[config.mk]
export PLATFORM = sky130hd
export DESIGN_NAME = shifter_palette
export DESIGN_NICKNAME = d
export VERILOG_FILES = /design/src/rtl/shifter_palette.sv
export SDC_FILE = /design/constraint.sdc
export NUM_CORES = 1
export LEC_CHECK = 0
export CORE_UTILIZATION = 40
export CTS_CLUSTER_DIAMETER = 30
export DETAILED_ROUTE_END_ITERATION = 7
export RECOVER_POWER = 50
export SETUP_SLACK_MARGIN = 0.4
export SLEW_MARGIN = 20
export SYNTH_ARGS = -nofsm -noshare
export SYNTH_HDL_FRONTEND = slang
export SYNTH_SLANG_ARGS = --single-unit
[constraint.sdc]
create_clock -name clk32 -period 20.7 [get_ports clk32]
set_clock_uncertainty 0.05 [all_clocks]
set_input_delay 4.14 -clock clk32 [delete_from_list [all_inputs] [get_ports clk32]]
set_output_delay 4.14 -clock clk32 [all_outputs]
set_load 0.03 [all_outputs]
[src/rtl/shifter_palette.sv]
// shifter_palette
// Colour look-up stage behind the bitplane serialiser. It maps the 4-bit
// colour index through a 16-entry, 12-bit CPU palette and registers 4-bit
// R/G/B plus a monochrome bit. It also serves the CPU palette register file.
//
// Ports
//   clk32        : 32 MHz clock, the only clock
//   reset        : asynchronous, active-high reset
//   pixClkEn     : pixel clock enable; advances the S1/S2 pixel pipeline
//   rez          : resolution; rez[1] selects mono (11 behaves as 10)
//   color_index  : palette index from the serialiser
//   BLANK_n      : 0 = force black; delayed along with color_index
//   cs, rw       : CPU palette select (active high) and direction (1 = read)
//   addr         : palette entry (CPU A[4:1])
//   din / dout   : CPU write data / registered CPU read data
//   R, G, B      : pixel colour, 4 bits per channel
//   mono_out     : monochrome pixel, 1 = white
module shifter_palette #(
    parameter int STE = 1
) (
    input  logic        clk32,
    input  logic        reset,
    input  logic        pixClkEn,
    input  logic [1:0]  rez,
    input  logic [3:0]  color_index,
    input  logic        BLANK_n,
    input  logic        cs,
    input  logic        rw,
    input  logic [3:0]  addr,
    input  logic [15:0] din,
    output logic [15:0] dout,
    output logic [3:0]  R,
    output logic [3:0]  G,
    output logic [3:0]  B,
    output logic        mono_out
);

    // The ST format has no channel LSB: nibble bit 3 is never stored.
    localparam logic [11:0] STORE_MASK = (STE != 0) ? 12'hFFF : 12'h777;

    // Nibble bit 3 is the STE LSB. The new LSB replicates a real bit so that
    // full scale still reaches 4'hF.
    function automatic logic [3:0] expand(input logic [3:0] nib);
        return (STE != 0) ? {nib[2:0], nib[3]} : {nib[2:0], nib[2]};
    endfunction

    logic [15:0][11:0] pal;
    logic              wr_req;
    logic              wr_prev;
    logic [3:0]        idx1;
    logic              vis1;
    logic              mono1;
    logic [11:0]       ent;
    logic              mono_bit;
    logic [12:0]       pix_next;   // {R, G, B, mono}
    logic              unused_bits;

    assign unused_bits = ^{din[15:12], rez[0]};

    // A write fires on the rising edge of cs & ~rw only. wr_prev resets
    // to 1, so a strobe that is already high when reset is released is
    // ignored until it drops and rises again.
    assign wr_req = cs & ~rw;

    always_ff @(posedge clk32 or posedge reset) begin
        if (reset) begin
            pal     <= '0;
            wr_prev <= 1'b1;
        end else begin
            wr_prev <= wr_req;
            if (wr_req && !wr_prev)
                pal[addr] <= din[11:0] & STORE_MASK;
        end
    end

    // This reads the pre-edge palette, so a same-cycle write returns old data.
    always_ff @(posedge clk32 or posedge reset) begin
        if (reset)
            dout <= 16'h0000;
        else if (cs && rw)
            dout <= {4'h0, pal[addr]};
        else
            dout <= 16'h0000;
    end

    // S1: sample the pixel attributes.
    always_ff @(posedge clk32 or posedge reset) begin
        if (reset) begin
            idx1  <= 4'h0;
            vis1  <= 1'b0;
            mono1 <= 1'b0;
        end else if (pixClkEn) begin
            idx1  <= color_index;
            vis1  <= BLANK_n;
            mono1 <= rez[1];
        end
    end

    // S2 look-up. A write that commits on the same edge is not seen here,
    // so the pixel being loaded keeps the old colour.
    assign ent      = pal[idx1];
    assign mono_bit = idx1[0] ^ pal[0][0];

    always_comb begin
        pix_next = 13'h0;
        if (vis1) begin
            if (mono1)
                pix_next = mono_bit ? 13'h1FFF : 13'h0000;
            else
                pix_next = {expand(ent[11:8]), expand(ent[7:4]), expand(ent[3:0]), 1'b0};
        end
    end

    always_ff @(posedge clk32 or posedge reset) begin
        if (reset)
            {R, G, B, mono_out} <= 13'h0;
        else if (pixClkEn)
            {R, G, B, mono_out} <= pix_next;
    end

endmodule

=== Word level (Yosys, flattened, before mapping) ===
Cells that the tools add are included.
Widths: inputs -> output; s select.

* Order comparisons: 3
* Muxes and demuxes: 11
* Bitwise gates (word level): 3
* Reductions and logical operators: 4

{| class="wikitable"
|+ Operator list
! kind !! count
|-
| $bwmux 192 || 1
|-
| $bmux 12 s4 || 2
|-
| $demux 12 s4 || 1
|-
| $mux 12 || 4
|-
| $mux 13 || 3
|-
| $lt 4x5->1 const B || 2
|-
| $ge 4x1->1 const B || 1
|-
| $logic_and 1x1->1 || 3
|-
| $and 1x1->1 || 1
|-
| $logic_not 1->1 || 1
|-
| $not 1->1 || 1
|-
| $xor 1x1->1 || 1
|}

* Bits in registers: 228
* Bits of input ports: 32
* Output and inout port bits: 29

=== Depth between registers and ports, before layout ===
* Depth in word-level cells: 5
* Mapped depth: 8
* Mapped depth without buffers: 4

=== Least setup slack after synthesis ===
Ideal clock, no wire load.

* Path kind: input -> register
* From: input addr[0]
* To: register pal[48] (netlist bit)
* Arrival: 5.401 ns
* Data required time: 20.525 ns
* Setup slack: 15.124 ns
* Stages on the path: 6
* Path buffers: 2
* Cells stage by stage: buf_2 -> nor4b_2 -> nand2b_1 -> nor2_1 -> buf_4 -> mux2_2

* Word-level cells in the longest chain between the ends: 5

{| class="wikitable"
|+ RTL lines
! what !! line !! source
|-
| start: declaration || 29 || <nowiki>input logic [3:0] addr,</nowiki>
|-
| $lt 4x5->1 (implied by the code) or $ge 4x1->1 (tied branches) || 72 || <nowiki>pal[addr] <= din[11:0] & STORE_MASK;</nowiki>
|-
| $logic_and 1x1->1 (implied by the code) || 72 ||
|-
| $mux 12 (implied by the code) || 72 ||
|-
| $demux 12 s4 * || 72 ||
|-
| $bwmux 192 * || 72 ||
|-
| end signal: indexed assignment || 72 ||
|-
| end: declaration || 47 || <nowiki>logic [15:0][11:0] pal;</nowiki>
|}

Every way passes the cells marked *; elsewhere a longest branch is shown, timed or not.
A chain may end at the register's enable or synchronous reset.

==> metrics.md <==
| Metric | Value |
|---|---|
| # port buffers | between 50 and 60 |
| Metal2 WL | 14.9 mm |
| Number of storage elements in the synthesis netlist | between 200 and 250 |
| Diode insertion count for antenna repair | 0 |
| Unrepaired setup endpoints after global routing | false |
| Highest routed layer | met4 |
| Sum of net half-perimeters after detailed placement | 18.3 mm |
| Number of buffers between clock root and the deepest sink | 3 |
| Top-area cell type share of the netlist area | 48.9% |
| Pre-CTS setup slack | 13.99 ns |
| Total Nets Final | ~830 |
| Maximum vdd ir drop | 0.0000714 V |
| Number of global-route vias before repair | 7783 |
| Final number of max-transition violations | 148 |
| Relative slew margins | -348% |
| Detailed router's first-iteration violation count | 489 |
| Yosys Warn Count | 0 |
| Cell with the most instances after synthesis | dfrtp_1 |
| Delay contributed by the slowest stage of the critical path | 3.69 ns |
| Type of the worst setup path | in -> async |
| Top cells by area, synth | dfrtp_1 (49%), mux2_2 (19%), mux4_2 (17%) |
| Async set or reset register ratio after synthesis | 100% |
| Arrival time worst endpoint | around 8.5 ns |
| Die area | 29200 sq um |
| Max Clock Freq | approximately 0.10 GHz |
| Count of endpoints failing setup in the final report | 0 |
| EDFF count, synth | 0 |
| CTS root buf | clkbuf_16 |
| Final Critical Period | 9.92 ns |
| Via count of the routed design | 7036 |
| Transition time at the pin with the least slew margin | about 6.7 ns |
| Via-per-instance ratio | a little under 6 |
| Startpoint of the worst register-to-register path | wr_prev |
| CP Depth | 2 |
| WL met1 | 13.1 mm |
| Worst-case register-to-register setup slack | 18.12 ns |
| Sum of overflow across all layers after global routing | 0 |
| Wire length of the first global-routing pass | between 40 and 50 mm |
| Syn Area/Cell | approximately 15 sq um |
| Number of instances in the synthesized netlist | approximately 740 |
| Starting utilization of the core area | 40.9% |
| Fraction of layout instances using a drive strength above 1 | a little under half |
| Reg-to-reg endpoint | pal[59] |
| Count of cells resized by post-cts repair | 0 |
| Dominant register cell in the synthesized netlist | dfrtp_1 |
| Violations in the final reports | max-capacitance violations, max-slew violations |
| Type of element capturing the critical path | async pin |
| Drt first pass iters | 5 |
| Maximum fanout count along the critical path | between 100 and 150 |
| Critical path buffer and inverter count | 2 |
| Initial antenna violation count | 0 |
| CP max stage cell | clkinvlp_2 |
| CTS Buf Count | 50 |
| Die height | 171 microns |
| I/O Pins | approximately 60 |
| Number of distinct library cells after synthesis | 33 |
| DRC viols | 0 |
| Minimum setup slack in the final design | 10.78 ns |
| Compound-Gate Fraction of Synth Area | 2.74% |
| Register area share after synthesis | 49.1% |
| Placeable core region | between 20000 and 30000 sq um |
| Worst hold path type | reg -> reg |
| Global Route Usage Sum | 22.5% |
| Hold_ws | 0.470 ns |
| Remaining number of nets flagged by the antenna check after routing | 0 |
| Ordered list of cells on the worst path | dlygate4sd3_1, clkinvlp_2 |
| Xor and xnor area share after synthesis | 0.0767% |
| Largest area contributor in the netlist | dfrtp_1 |
| Maximum number of pins on one net before global-route repair | about 150 |
| Total count of hold-check failures in the final report | 0 |
| Portion of the clock cycle consumed by the worst path in the final layout | 47.9% |
| Status | finished, violations left |
| Post-CTS Setup Inserts | 0 |
| Clock latency reported for the late side of the worst-skew pair | 0.53 ns |
| Summed negative setup slack over all endpoints | 0 ns |
| Combinational family with the most area after synthesis | multiplexers |
| Width of the chip | 171 microns |
| Multiplexer share of the synthesized area | around 42% |
| Final wirelength | 31.0 mm |
| Clock transition at the register clock pins on the worst setup and hold paths after CTS | 0.05 ns |
| Number of levels in the clock H-tree | 2 |
| TritonCTS clock tree | built |
| Synthesized-area fraction occupied by adder cells | 0% |
| Leakage Power | 6.14 nW |
| Max-cap check violation count | 1 |
| Worst reg-to-reg path cell count | 5 |
| Post-synthesis to final-layout area growth | 22.5% |
| Required time at the worst-slack endpoint | 19.28 ns |
| Synth Cell Area | 11400 sq um |
| Count of standard-cell rows | 61 |
| P per Cell Area | 119 nW/um^2 |
| CTS Hold Bufs | 0 |
| # clock sinks | 224 |
| CP endpoint | idx1[2] |
| Startpoint of the most critical setup path | reset |
| Top cell family by delay on the critical path | buffers and inverters |
| Share of synthesized cell area in and, or, nand and nor gates | 2.55% |
| Type of origin of the critical path | input port |
| Met3 layer wire length in the routed design | just over 2 mm |
| Final GP Congestion | 0.811 |
| Leading post-synthesis cells by instance count | dfrtp_1 (223), mux2_2 (188), mux4_2 (86), mux2i_1 (63), buf_2 (29) |
| Wirelength per Cell | around 26 microns |
==> registers in the layout, summed over array words and instances, names as in the netlist <==
| signal | cells |
|---|---|
| B | 4 |
| idx1 | 4 |
| mono1 | 1 |
| G | 4 |
| wr_prev | 1 |
| vis1 | 1 |
| R | 4 |
| dout | 12 |
| pal | 192 |
| mono_out | 1 |
==> worst reg2reg max path: cells and delay by family, from the launching register on <==
kind | cells | cell delay, ns
buf+inv | 1 | 0.87
simple gates | 3 | 0.73
mux | 1 | 0.43
flops | 1 | 0.37
==> layout make-up <==
cell class                 instances  area [sq um]
clock inverter                    35           515
tap                              378           473
fill                            2410         13900
inverter                           9          35.0
timing repair buffer              66           603
multi-input combinational        444          5430
clock buffer                      57          1320
sequential                       224          5610
==> logic make-up after synthesis <==
group,after synthesis
AO/OA/AOI/OAI,42
buffers and inverters,78
flip-flops,224
AND/OR/NAND/NOR,50
multiplexers,347
XOR/XNOR,1
other,1
==> per-stage QoR <==
stage / area, sq um / power, mW / instances / utilization [%]
floorplan: 11400 / 0.746 / 746 / -
global placement: 12200 / 0.805 / 1121 / 43.6
detailed placement: 12200 / 0.820 / 1121 / 43.6
CTS: 14000 / 1.69 / 1213 / 50.1
global route: 14000 / 1.74 / 1213 / 50.1
finish: 14000 / 1.67 / 1213 / 50.1
==> cells in the final DEF, fill, tap and decap left out, drive strengths merged, types with 10 or more instances in the layout <==
cell type,synthesis,routed
a22oi,10,10
mux2,198,198
clkbuf,20,60
dfrtp,223,223
clkdlybuf4s50,0,42
mux2i,63,63
buf,49,15
mux4,86,86
clkinv,0,14
inv,9,13
bufinv,0,11
o22ai,12,12
==> layer usage <==
metal  global-route usage (%)  vias up
met3                     5.25       70
met1                     29.6     3744
met4                     7.76        0
li1                         -     2974
met2                     36.4      248
met5                        0        -
==> worst min path at each step <==
stage,startpoint,to,slack (ns),cells past startpoint
2_1_floorplan,pal[168],pal[168],0.43,1
3_3_place_gp,pal[175],pal[175],0.44,1
3_5_place_dp,pal[179],pal[179],0.46,1
4_1_cts,pal[179],pal[179],0.46,1
5_1_grt,pal[94],pal[94],0.48,1
6_report,pal[127],pal[127],0.47,1
==> power by group <==
| group | internal [mW] | switching, mW | leakage (nW) |
|---|---|---|---|
| logic | 0.142 | 0.100 | 2.34 |
| registers | 0.513 | 0.0584 | 2.91 |
| clock network | 0.596 | 0.261 | 0.883 |
No activity file was read; power rests on OpenSTA's default activity.
